===== src/rtl/vga_sram_arb_pkg.sv =====
// vga_sram_arb_pkg
// Shared types for the VGA SRAM arbiter slice.
//   arb_state_t : last command issued to the SRAM (drives write-to-read turnaround)
//   owner_t     : which requester a read belongs to
//   tag_t       : one slot of the read-return tag pipe
package vga_sram_arb_pkg;

    typedef enum logic [1:0] {
        S_IDLE,
        S_RD,
        S_WR
    } arb_state_t;

    typedef enum logic {
        OWN_DISP,
        OWN_SRC
    } owner_t;

    typedef struct packed {
        logic   valid;
        owner_t owner;
    } tag_t;

    localparam tag_t TAG_NONE = '{valid: 1'b0, owner: OWN_DISP};

endpackage


===== src/rtl/vga_sram_rd_tag_pipe.sv =====
// vga_sram_rd_tag_pipe
// Fixed-depth shift register of read tags. A tag pushed in the grant cycle
// emerges on tag_out exactly DEPTH cycles later, lined up with the SRAM data.
// Ports:
//   sys_clk, sys_rst : clock, asynchronous active-high reset (flushes all tags)
//   tag_in           : tag pushed this cycle (valid=0 on non-read cycles)
//   tag_out          : oldest tag in the pipe
module vga_sram_rd_tag_pipe
    import vga_sram_arb_pkg::*;
#(
    parameter int DEPTH = 3
) (
    input  logic sys_clk,
    input  logic sys_rst,
    input  tag_t tag_in,
    output tag_t tag_out
);

    tag_t stages [DEPTH];

    always_ff @(posedge sys_clk or posedge sys_rst) begin
        if (sys_rst) begin
            for (int i = 0; i < DEPTH; i++) begin
                stages[i] <= TAG_NONE;
            end
        end else begin
            stages[0] <= tag_in;
            for (int i = 1; i < DEPTH; i++) begin
                stages[i] <= stages[i-1];
            end
        end
    end

    assign tag_out = stages[DEPTH-1];

endmodule


===== src/rtl/vga_sram_arbiter.sv =====
// vga_sram_arbiter
// Shares one SRAM Avalon-MM port between the display prefetch reader and the
// source (pixel writer / host) port. One grant per cycle at most; the granted
// command is registered onto the SRAM port and read data is routed back to
// its owner with a one-cycle readdatavalid pulse.
// Ports:
//   sys_clk, sys_rst      : clock, asynchronous active-high reset
//   disp_avn_*            : display read-only master (read, address, waitrequest,
//                           readdata, readdatavalid)
//   src_avn_*             : source read/write master (read, write, address,
//                           writedata, byteenable, waitrequest, readdata,
//                           readdatavalid)
//   sram_avn_*            : registered command to the SRAM controller and its
//                           returning readdata
module vga_sram_arbiter
    import vga_sram_arb_pkg::*;
#(
    parameter int AVN_AW       = 18,
    parameter int AVN_DW       = 16,
    parameter int SRAM_RD_LAT  = 2,
    parameter int SRC_MAX_WAIT = 8
) (
    input  logic                sys_clk,
    input  logic                sys_rst,

    input  logic                disp_avn_read,
    input  logic [AVN_AW-1:0]   disp_avn_address,
    output logic                disp_avn_waitrequest,
    output logic [AVN_DW-1:0]   disp_avn_readdata,
    output logic                disp_avn_readdatavalid,

    input  logic                src_avn_read,
    input  logic                src_avn_write,
    input  logic [AVN_AW-1:0]   src_avn_address,
    input  logic [AVN_DW-1:0]   src_avn_writedata,
    input  logic [AVN_DW/8-1:0] src_avn_byteenable,
    output logic                src_avn_waitrequest,
    output logic [AVN_DW-1:0]   src_avn_readdata,
    output logic                src_avn_readdatavalid,

    output logic                sram_avn_read,
    output logic                sram_avn_write,
    output logic [AVN_AW-1:0]   sram_avn_address,
    output logic [AVN_DW-1:0]   sram_avn_writedata,
    output logic [AVN_DW/8-1:0] sram_avn_byteenable,
    input  logic [AVN_DW-1:0]   sram_avn_readdata
);

    localparam int               BE_W     = AVN_DW / 8;
    localparam int               CNT_W    = $clog2(SRC_MAX_WAIT + 1);
    localparam logic [CNT_W-1:0] CNT_MAX  = CNT_W'(SRC_MAX_WAIT);
    localparam int               TAG_DEPTH = SRAM_RD_LAT + 1;

    arb_state_t        state;
    arb_state_t        state_next;
    logic [CNT_W-1:0]  starve_cnt;

    logic              src_req;
    logic              src_is_wr;
    logic              disp_legal;
    logic              src_legal;
    logic              force_src;
    logic              grant_disp;
    logic              grant_src;
    logic              grant_rd;
    logic              grant_wr;

    tag_t              tag_in;
    tag_t              tag_out;

    // Grant selection and next state. A source read+write is treated as a
    // write. After a write (S_WR) reads are held off one cycle so the async
    // SRAM gets its turnaround bubble; back-to-back writes are still allowed.
    // Nothing is granted while reset is high, which also forces both
    // waitrequests high.
    always_comb begin
        src_req    = src_avn_read | src_avn_write;
        src_is_wr  = src_avn_write;
        disp_legal = (state != S_WR);
        src_legal  = src_is_wr || (state != S_WR);
        force_src  = (starve_cnt == CNT_MAX) && src_req && src_legal;
        grant_disp = 1'b0;
        grant_src  = 1'b0;

        if (!sys_rst) begin
            if (force_src) begin
                grant_src = 1'b1;
            end else if (disp_avn_read && disp_legal) begin
                grant_disp = 1'b1;
            end else if (src_req && src_legal) begin
                grant_src = 1'b1;
            end
        end

        grant_rd = grant_disp || (grant_src && !src_is_wr);
        grant_wr = grant_src && src_is_wr;

        if (grant_wr) begin
            state_next = S_WR;
        end else if (grant_rd) begin
            state_next = S_RD;
        end else begin
            state_next = S_IDLE;
        end
    end

    always_ff @(posedge sys_clk or posedge sys_rst) begin
        if (sys_rst) begin
            state <= S_IDLE;
        end else begin
            state <= state_next;
        end
    end

    // Counts consecutive denied source cycles; saturates at SRC_MAX_WAIT where
    // it forces the next legal source request through ahead of the display.
    always_ff @(posedge sys_clk or posedge sys_rst) begin
        if (sys_rst) begin
            starve_cnt <= '0;
        end else if (!src_req || grant_src) begin
            starve_cnt <= '0;
        end else if (starve_cnt != CNT_MAX) begin
            starve_cnt <= starve_cnt + CNT_W'(1);
        end
    end

    // Registered SRAM command: strobes last exactly one cycle, the payload
    // fields hold between commands. Display reads use full byte enables.
    always_ff @(posedge sys_clk or posedge sys_rst) begin
        if (sys_rst) begin
            sram_avn_read       <= 1'b0;
            sram_avn_write      <= 1'b0;
            sram_avn_address    <= '0;
            sram_avn_writedata  <= '0;
            sram_avn_byteenable <= '0;
        end else begin
            sram_avn_read  <= grant_rd;
            sram_avn_write <= grant_wr;
            if (grant_src) begin
                sram_avn_address    <= src_avn_address;
                sram_avn_writedata  <= src_avn_writedata;
                sram_avn_byteenable <= src_avn_byteenable;
            end else if (grant_disp) begin
                sram_avn_address    <= disp_avn_address;
                sram_avn_writedata  <= '0;
                sram_avn_byteenable <= {BE_W{1'b1}};
            end
        end
    end

    assign tag_in = '{valid: grant_rd, owner: (grant_src ? OWN_SRC : OWN_DISP)};

    vga_sram_rd_tag_pipe #(
        .DEPTH (TAG_DEPTH)
    ) u_tag_pipe (
        .sys_clk (sys_clk),
        .sys_rst (sys_rst),
        .tag_in  (tag_in),
        .tag_out (tag_out)
    );

    // The emerging tag lines up with valid SRAM data; capture it for the
    // owner only, the other owner's readdata keeps its last value.
    always_ff @(posedge sys_clk or posedge sys_rst) begin
        if (sys_rst) begin
            disp_avn_readdata      <= '0;
            disp_avn_readdatavalid <= 1'b0;
            src_avn_readdata       <= '0;
            src_avn_readdatavalid  <= 1'b0;
        end else begin
            disp_avn_readdatavalid <= tag_out.valid && (tag_out.owner == OWN_DISP);
            src_avn_readdatavalid  <= tag_out.valid && (tag_out.owner == OWN_SRC);
            if (tag_out.valid && (tag_out.owner == OWN_DISP)) begin
                disp_avn_readdata <= sram_avn_readdata;
            end
            if (tag_out.valid && (tag_out.owner == OWN_SRC)) begin
                src_avn_readdata <= sram_avn_readdata;
            end
        end
    end

    assign disp_avn_waitrequest = !grant_disp;
    assign src_avn_waitrequest  = !grant_src;

endmodule


===== config.mk =====
export PLATFORM = sky130hd
export DESIGN_NAME = vga_sram_arbiter
export DESIGN_NICKNAME = d
export VERILOG_FILES = /design/src/rtl/vga_sram_arb_pkg.sv /design/src/rtl/vga_sram_rd_tag_pipe.sv /design/src/rtl/vga_sram_arbiter.sv
export SDC_FILE = /design/constraint.sdc
export NUM_CORES = 1
export LEC_CHECK = 0
export ABC_AREA = 0
export BUFFER_PORTS_ARGS = -buffer_cell sky130_fd_sc_hd__buf_2
export CAP_MARGIN = 20
export CORE_MARGIN = 5
export CORE_UTILIZATION = 39
export DETAILED_ROUTE_END_ITERATION = 7
export PLACE_DENSITY = 0.74
export SLEW_MARGIN = 20
export SYNTH_ARGS = -nofsm -noshare
export SYNTH_HDL_FRONTEND = slang
export SYNTH_SLANG_ARGS = --single-unit

===== constraint.sdc =====
create_clock -name sys_clk -period 5.1 [get_ports sys_clk]
set_clock_uncertainty 0.1 [all_clocks]
set_input_delay 0.765 -clock sys_clk [delete_from_list [all_inputs] [get_ports sys_clk]]
set_output_delay 0.765 -clock sys_clk [all_outputs]
set_load 0.1 [all_outputs]

==> results of run 1 <==
[area by class of cell]
cell class                 instances  share of cell area (%)
sequential                        82                    47.2
multi-input combinational        139                    27.4
timing repair buffer             150                    17.5
tap                              108                    3.11
inverter                           6                   0.604
clock inverter                     5                    1.27
clock buffer                      11                    3.02
[metal layers]
layer  wire length (µm)  track usage [%]  up-vias  share of wire [%]
met3                774             6.03        9                9.5
li1                   -                -     1207                  -
met5                  0                0        -                  0
met1               3510             20.5     1258                 43
met2               3770             23.6      139                 47
met4                 54             2.81        0               0.67
[synthesized netlist by cell type (all sizes together), types with 3 or more instances]
cell      n  area [µm²]
a21oi     3        26.3
a22o     16         140
a2bb2oi  18         158
a311oi   18         164
and3      3        21.3
buf      15         130
clkbuf    4        17.5
dfrtp    82        2050
inv       6        22.5
mux2     32         360
nand2     3        11.3
nor2      6        32.5
nor3      3        15.0
o21ai    19        95.1
[registers in the layout (all words and copies together), names as in the netlist, 2 cells and up]
name / cells
sram_avn_address: 18
disp_avn_readdata: 16
sram_avn_writedata: 16
src_avn_readdata: 16
starve_cnt: 4
u_tag_pipe.stages: 4
sram_avn_byteenable: 2
u_tag_pipe.tag_out: 2
[report_power, final]
| group | switching, mW | internal, mW |
|---|---|---|
| Sequential | 0.0663 | 0.774 |
| Clock | 0.221 | 0.225 |
| Combinational | 1.01 | 0.216 |
| Total | 1.30 | 1.21 |
[cell usage in the layout, fill, tap and decap left out, types with 4 or more instances in the layout]
cell type | Yosys | layout
clkbuf_8 | 0 | 9
mux2_2 | 32 | 32
buf_2 | 5 | 148
a22o_1 | 16 | 16
a2bb2oi_1 | 18 | 18
inv_1 | 6 | 5
o21ai_0 | 19 | 19
nor2_1 | 4 | 4
a311oi_1 | 17 | 17
dfrtp_1 | 82 | 82
[worst max-delay path: stages, from the launching register on]
cell	delay, ps
dfrtp_1	420
inv_1	70
ha_1	210
nand3b_4	130
a31o_2	390
nor2_4	430
inv_1	140
buf_2	320
[cell families after synthesis]
group / Yosys count / share of synthesized area (%)
compound gates: 79 / 18.3
xor+xnor: 3 / 0.770
fa+ha+maj: 2 / 0.733
buf+inv: 25 / 4.98
flops: 82 / 60.1
mux: 32 / 10.6
simple gates: 23 / 4.51
[worst max-delay path by stage]
stage / depth (start not counted) / endpoint / from
2_1_floorplan: 3 / disp_avn_waitrequest / sys_rst
3_3_place_gp: 5 / src_avn_waitrequest / sys_rst
3_5_place_dp: 5 / src_avn_waitrequest / sys_rst
4_1_cts: 7 / src_avn_waitrequest / starve_cnt[0]$_DFFE_PP0P_
5_1_grt: 7 / src_avn_waitrequest / starve_cnt[0]$_DFFE_PP0P_
6_report: 7 / src_avn_waitrequest / starve_cnt[0]$_DFFE_PP0P_
==> results.tsv, run 1 <==
metric	value	unit
setup TNS	0	ps
Final Hold Fails	0	
via count	2613	
post-CTS setup buffer count	0	
CTS tree	done	
Mapped Nets	323	
Power Dens Cells	577	mW/mm²
fmax	0.301	GHz
Slew Viols, Final	0	
htree depth	3	
First DRT Iteration DRCs	113	
reg-to-reg endpoint	sram_avn_byteenable[0]$_DFFE_PP0P_	
CTS max path bufs	2	
Worst-path clk slew	70	ps
GR Overflow Total	0	
Worst Path Required	4240	ps
Filler cells	767	
root buffer cell	clkbuf_8	
area of placed instances	0.00416	mm²
Worst EP arrival	2460	ps
fin crit period	3330	ps
Syn Area/Cell	13.9	µm²
critical path endpoint category	output pin	
Worst slew margin	40.8	%
Final Non-Filler Cells	501	
Min-Delay Path Class	register to register	
Clock Latency Late Sink	330	ps
post-route cell area	0.00435	mm²
actual slew at the worst max-slew pin	887	ps
number of port buffers	148	
r2r startpoint	starve_cnt[0]$_DFFE_PP0P_	
Via density	5.22	
total power	2.51	mW
WHS Endpoint	u_tag_pipe.tag_out[1]$_DFF_PP0_	
hold path depth	0	
final WL	8110	µm
nets@finish	465	
EDFF count, synth	0	
fin util	50.4	%
first-pass GRT wire length	13800	µm
Setup-failing EPs final	0	
Max Cap Violations	0	
CP Class	register to output pin	
unrepaired setup endpoints after global routing	false	
Core Area	0.00864	mm²
hold_sp	u_tag_pipe.stages[3]$_DFF_PP0_	
gpl congestion	0.766	
r2r setup slk	2860	ps
DP Worst Slack	1920	ps
status	completed	
gr usage total	15.3	%
largest net degree at the start of global routing	86	
cts bufs inserted	9	
Register-to-Register Path Depth	7	
Die Span X	104	µm
Static Leak	2.12	nW
worst vdd ir	0.187	mV
share of cells above drive strength 1	52.7	%
asr flop ratio synth	100	%
Row Count	34	
Placed Instances	485	
die area	0.0107	mm²
DRC	0	
yosys warns	0	
DRT antenna net count	0	
Starting Density	39.5	%
Yosys reg bits	82	
Syn-to-layout area delta	27.5	%
dpl hpwl	5640	µm
diode count	0	
area occupied by multi-input gates	0.00119	mm²
Initial DRT Pass Iterations	4	
Critical Path Fanout Max	22	
final worst path period share	65.2	%
vias in the first global route	2734	
hold_ws	249	ps
Synth cell types	37	
Mapped Area	0.00341	mm²
Top FF cell, synth	dfrtp_1	
Die Ht	104	µm
crit start category	register	
FF+latch area	0.00205	mm²
I/O pins	149	
number of hold buffers added after CTS	0	
Final WS setup	1770	ps
Resize count post-CTS	0	
wire per inst	16.2	µm
Sink Count	82	
Syn Inst Count	246	
initial antenna violation count	0	
share of the yosys chip area belonging to registers	60.1	%
No activity file was read; power rests on OpenSTA's default activity.
==> run 2: changes to the inputs <==
--- a/config.mk
+++ b/config.mk
@@ -11,7 +11,7 @@
 export CORE_MARGIN = 5
 export CORE_UTILIZATION = 39
 export DETAILED_ROUTE_END_ITERATION = 7
-export PLACE_DENSITY = 0.74
+export PLACE_DENSITY = 0.76
 export SLEW_MARGIN = 20
 export SYNTH_ARGS = -nofsm -noshare
 export SYNTH_HDL_FRONTEND = slang
==> constraint.sdc (replaced) <==
create_clock -name sys_clk -period 2.85 [get_ports sys_clk]
set_clock_uncertainty 0.1 [all_clocks]
set_input_delay 0.4275 -clock sys_clk [delete_from_list [all_inputs] [get_ports sys_clk]]
set_output_delay 0.4275 -clock sys_clk [all_outputs]
set_load 0.1 [all_outputs]
==> results.tsv, run 2 (synthesis results as in run 1) <==
metric	value	unit	change
gr usage total	15.8	%	was 15.3%
Sink Count	82		unchanged
fin crit period	2540	ps	
critical path depth	7		unchanged
post-route cell area	0.00442	mm²	was 0.00435 mm²
gpl congestion	0.801		was 0.766
Final Hold Fails	0		unchanged
most common cell after layout, fill and taps aside	buf_2		unchanged
Worst Path Required	2320	ps	was 4240 ps
Via density	5.18		was 5.22
reg-to-reg endpoint	sram_avn_address[0]$_DFFE_PP0P_		was sram_avn_byteenable[0]$_DFFE_PP0P_
CP max-delay cell	buf_2		was nor2_4
wire per inst	16.6	µm	was 16.2 µm
worst path bufs/invs	3		unchanged
Critical Path Fanout Max	7		was 22
Worst slew margin	43.7	%	was 40.8%
crit path to	src_avn_waitrequest		unchanged
Filler cells	756		was 767
unrepaired setup endpoints after global routing	false		unchanged
Biggest register	sram_avn_address		unchanged
CTS max path bufs	2		unchanged
Die Span X	104	µm	unchanged
Worst-path clk slew	80	ps	was 70 ps
number of port buffers	148		unchanged
First DRT Iteration DRCs	121		was 113
DRC	0		unchanged
dpl hpwl	6260	µm	was 5640 µm
critical path cell sequence	inv_1 > ha_1 > nand3b_4 > a31o_2 > nor2_4 > inv_1 > buf_2		unchanged
root buffer cell	clkbuf_8		unchanged
diode count	0		unchanged
most frequent cells in the layout	buf_2, dfrtp_1, mux2_2		unchanged
max FFs per register	18		unchanged
Max Cap Violations	0		unchanged
Row Count	34		unchanged
critical path endpoint category	output pin		unchanged
Starting Density	39.5	%	unchanged
Worst path most repeated cell	inv_1		unchanged
r2r startpoint	starve_cnt[0]$_DFFE_PP0P_		unchanged
htree depth	3		unchanged
critical path startpoint	starve_cnt[0]$_DFFE_PP0P_		unchanged
I/O pins	149		unchanged
crit start category	register		unchanged
nets@finish	469		was 465
slowest stage delay, CP	440	ps	was 430 ps
Resize count post-CTS	0		unchanged
Setup-failing EPs final	0		unchanged
share of cells above drive strength 1	53.4	%	was 52.7%
status	completed		unchanged
crit-path leading delay family	buffers and inverters		was simple AND/OR/NAND/NOR gates
fmax	0.394	GHz	
Die Ht	104	µm	unchanged
CTS tree	done		unchanged
area of placed instances	0.00422	mm²	was 0.00416 mm²
Clock Latency Late Sink	340	ps	was 330 ps
first-pass GRT wire length	13900	µm	was 13800 µm
via count	2618		was 2613
hold_sp	src_avn_writedata[9]		was u_tag_pipe.stages[3]$_DFF_PP0_
cts bufs inserted	9		unchanged
Core Area	0.00864	mm²	unchanged
GR Overflow Total	0		unchanged
Syn-to-layout area delta	29.5	%	was 27.5%
post-CTS setup buffer count	0		unchanged
DRT antenna net count	0		unchanged
r2r setup slk	800	ps	was 2860 ps
final WL	8380	µm	was 8110 µm
number of hold buffers added after CTS	0		unchanged
Slew Viols, Final	0		unchanged
Min-Delay Path Class	primary input to register		was register to register
largest net degree at the start of global routing	49		was 86
vias in the first global route	2761		was 2734
Static Leak	2.16	nW	was 2.12 nW
Worst EP arrival	2010	ps	was 2460 ps
actual slew at the worst max-slew pin	844	ps	was 887 ps
initial antenna violation count	0		unchanged
Register-to-Register Path Depth	6		was 7
hold_ws	203	ps	was 249 ps
Power Dens Cells	1030	mW/mm²	was 577 mW/mm²
Initial DRT Pass Iterations	5		was 4
die area	0.0107	mm²	unchanged
final worst path period share	89.0	%	
worst vdd ir	0.394	mV	was 0.187 mV
CP Class	register to output pin		unchanged
total power	4.53	mW	was 2.51 mW
-- run 2: cell count changes in the layout (fill, tap and decap cells not counted) --
cell        before  now
clkinv_4         0    1
buf_6            1    0
o2111ai_4        0    1
clkbuf_8         9   10
buf_4            1    6
clkinvlp_4       3    2
buf_2          148  147
clkinv_2         2    1
o2111ai_1        1    0
buf_12           0    1
-- run 2: layout make-up --
class	instances	area, µm²	share of cell area [%]
inverter	6	26.3	0.595
sequential	82	2050	46.4
timing repair buffer	154	801	18.1
multi-input combinational	139	1210	27.3
clock inverter	4	51.3	1.16
tap	108	135	3.06
clock buffer	12	145	3.28
-- run 2: layer usage --
layer	global-route usage (%)	vias up	routed length (µm)
met5	0	-	0
met2	24.2	150	3700
met3	6.72	10	885
met4	5.72	0	120
met1	19.8	1235	3670
li1	-	1223	-
-- run 2: worst min-delay path by stage --
stage	end	cells after the start	slack (ps)
2_1_floorplan	u_tag_pipe.stages[2]$_DFF_PP0_	0	230
3_5_place_dp	u_tag_pipe.tag_out[1]$_DFF_PP0_	0	230
5_1_grt	sram_avn_writedata[8]$_DFFE_PP0P_	2	180
6_report	sram_avn_writedata[9]$_DFFE_PP0P_	2	200
3_3_place_gp	u_tag_pipe.tag_out[0]$_DFF_PP0_	0	230
4_1_cts	sram_avn_writedata[8]$_DFFE_PP0P_	2	190
-- run 2: where the power goes --
part           internal (mW)  switching, mW
clock                  0.430          0.392
sequential              1.39          0.121
combinational          0.394           1.81
-- run 2: per-stage QoR --
stage	cells	TNS (ps)	worst slack [ps]	utilization, %
floorplan	246	-205	-205	-
global placement	489	0	713	48.9
detailed placement	489	0	652	48.9
CTS	505	0	286	51.2
global route	505	0	215	51.2
finish	505	0	314	51.2
==> run 3: changes to the inputs <==
--- a/config.mk
+++ b/config.mk
@@ -8,10 +8,13 @@
 export ABC_AREA = 0
 export BUFFER_PORTS_ARGS = -buffer_cell sky130_fd_sc_hd__buf_2
 export CAP_MARGIN = 20
+export CELL_PAD_IN_SITES_DETAIL_PLACEMENT = 1
+export CELL_PAD_IN_SITES_GLOBAL_PLACEMENT = 2
+export CORE_ASPECT_RATIO = 1.25
 export CORE_MARGIN = 5
-export CORE_UTILIZATION = 39
+export CORE_UTILIZATION = 27
 export DETAILED_ROUTE_END_ITERATION = 7
-export PLACE_DENSITY = 0.76
+export PLACE_DENSITY = 0.82
 export SLEW_MARGIN = 20
 export SYNTH_ARGS = -nofsm -noshare
 export SYNTH_HDL_FRONTEND = slang
==> results.tsv, run 3 (synthesis results as in run 1) <==
metric	value	unit	change
status	completed		unchanged
Final Non-Filler Cells	566		was 505
I/O pins	149		unchanged
most common cell after layout, fill and taps aside	buf_2		unchanged
actual slew at the worst max-slew pin	898	ps	was 844 ps
final worst path period share	88.0	%	was 89.0%
Worst EP arrival	1980	ps	was 2010 ps
CTS tree	done		unchanged
CTS max path bufs	2		unchanged
gpl congestion	0.703		was 0.801
DRC	0		unchanged
crit start category	register		unchanged
number of port buffers	148		unchanged
Slew Viols, Final	0		unchanged
CP max-delay cell	buf_2		unchanged
slowest stage delay, CP	440	ps	about the same
number of hold buffers added after CTS	0		unchanged
Setup-failing EPs final	0		unchanged
dpl hpwl	6950	µm	was 6260 µm
first-pass GRT wire length	14900	µm	was 13900 µm
setup TNS	0	ps	unchanged
final WL	9320	µm	was 8380 µm
Resize count post-CTS	0		unchanged
Worst path most repeated cell	inv_1		unchanged
Power Dens Cells	1070	mW/mm²	was 1030 mW/mm²
fin crit period	2510	ps	was 2540 ps
post-route cell area	0.00463	mm²	was 0.00442 mm²
nets@finish	470		was 469
Filler cells	1423		was 756
cts bufs inserted	9		unchanged
Starting Density	27.2	%	was 39.5%
Die Ht	136	µm	was 104 µm
worst path bufs/invs	3		unchanged
GR Overflow Total	0		unchanged
root buffer cell	clkbuf_16		was clkbuf_8
die area	0.0150	mm²	was 0.0107 mm²
Worst Path Required	2320	ps	about the same
post-CTS setup buffer count	0		unchanged
Clock Latency Late Sink	330	ps	was 340 ps
First DRT Iteration DRCs	63		was 121
htree depth	3		unchanged
critical path endpoint category	output pin		unchanged
share of cells above drive strength 1	54.0	%	was 53.4%
r2r setup slk	850	ps	was 800 ps
DRT antenna net count	0		unchanged
fin util	36.9	%	was 51.2%
Biggest register	sram_avn_address		unchanged
Syn-to-layout area delta	35.7	%	was 29.5%
wire per inst	16.5	µm	was 16.6 µm
largest net degree at the start of global routing	61		was 49
crit-path leading delay family	buffers and inverters		unchanged
most frequent cells in the layout	buf_2, dfrtp_1, mux2_2		unchanged
via count	2654		was 2618
Initial DRT Pass Iterations	4		was 5
gr usage total	12.3	%	was 15.8%
critical path cell sequence	inv_1 > ha_1 > nand3b_4 > a31o_2 > nor2_4 > inv_1 > buf_2		unchanged
hold_ws	218	ps	was 203 ps
initial antenna violation count	0		unchanged
max FFs per register	18		unchanged
Via density	4.69		was 5.18
Die Span X	111	µm	was 104 µm
Max Cap Violations	0		unchanged
area of placed instances	0.00431	mm²	was 0.00422 mm²
Final Hold Fails	0		unchanged
worst vdd ir	0.464	mV	was 0.394 mV
Worst-path clk slew	70	ps	was 80 ps
vias in the first global route	2931		was 2761
Sink Count	82		unchanged
Core Area	0.0125	mm²	was 0.00864 mm²
Min-Delay Path Class	primary input to register		unchanged
diode count	0		unchanged
CP Class	register to output pin		unchanged
unrepaired setup endpoints after global routing	false		unchanged
fmax	0.399	GHz	was 0.394 GHz
Placed Instances	550		was 489
Worst slew margin	40.0	%	was 43.7%
Row Count	46		was 34
Static Leak	2.22	nW	was 2.16 nW
Critical Path Fanout Max	7		unchanged
run 3: layer usage:
| layer | wire (µm) | global-route usage, % | vias to the layer above |
|---|---|---|---|
| met3 | 792 | 4.65 | 8 |
| met5 | 0 | 0 | - |
| met1 | 3890 | 14.6 | 1313 |
| met4 | 63 | 4.11 | 0 |
| li1 | - | - | 1220 |
| met2 | 4580 | 20.7 | 113 |
run 3: final cells by class:
type | instances | area (µm²) | area share (%)
clock buffer | 9 | 225 | 4.86
clock inverter | 7 | 103 | 2.21
inverter | 6 | 26.3 | 0.567
multi-input combinational | 139 | 1210 | 26.1
sequential | 82 | 2050 | 44.3
tap | 168 | 210 | 4.54
timing repair buffer | 155 | 808 | 17.4
run 3: report_power, final:
group	switching, mW	internal (mW)	total [mW]	leakage, nW
Clock	0.478	0.775	1.25	0.156
Sequential	0.125	1.39	1.51	0.983
Combinational	1.81	0.395	2.21	1.08
run 3: path summary, 6_finish.rpt:
path	from	end	depth (start not counted)
max in group asynchronous	sys_rst	sram_avn_writedata[1]$_DFFE_PP0P_	5
min in group asynchronous	sys_rst	sram_avn_address[9]$_DFFE_PP0P_	4
max	starve_cnt[0]$_DFFE_PP0P_	src_avn_waitrequest	7
min	src_avn_writedata[15]	sram_avn_writedata[15]$_DFFE_PP0P_	2
min reg2reg	u_tag_pipe.stages[2]$_DFF_PP0_	u_tag_pipe.tag_out[0]$_DFF_PP0_	0
max reg2reg	starve_cnt[0]$_DFFE_PP0P_	sram_avn_address[4]$_DFFE_PP0P_	6
run 3: per-stage QoR:
stage	setup WS [ps]	power [mW]
2_1_floorplan	-205	3.38
3_3_place_gp	730	3.72
3_5_place_dp	650	3.76
4_1_cts	300	5.04
5_1_grt	244	5.18
6_report	341	4.97
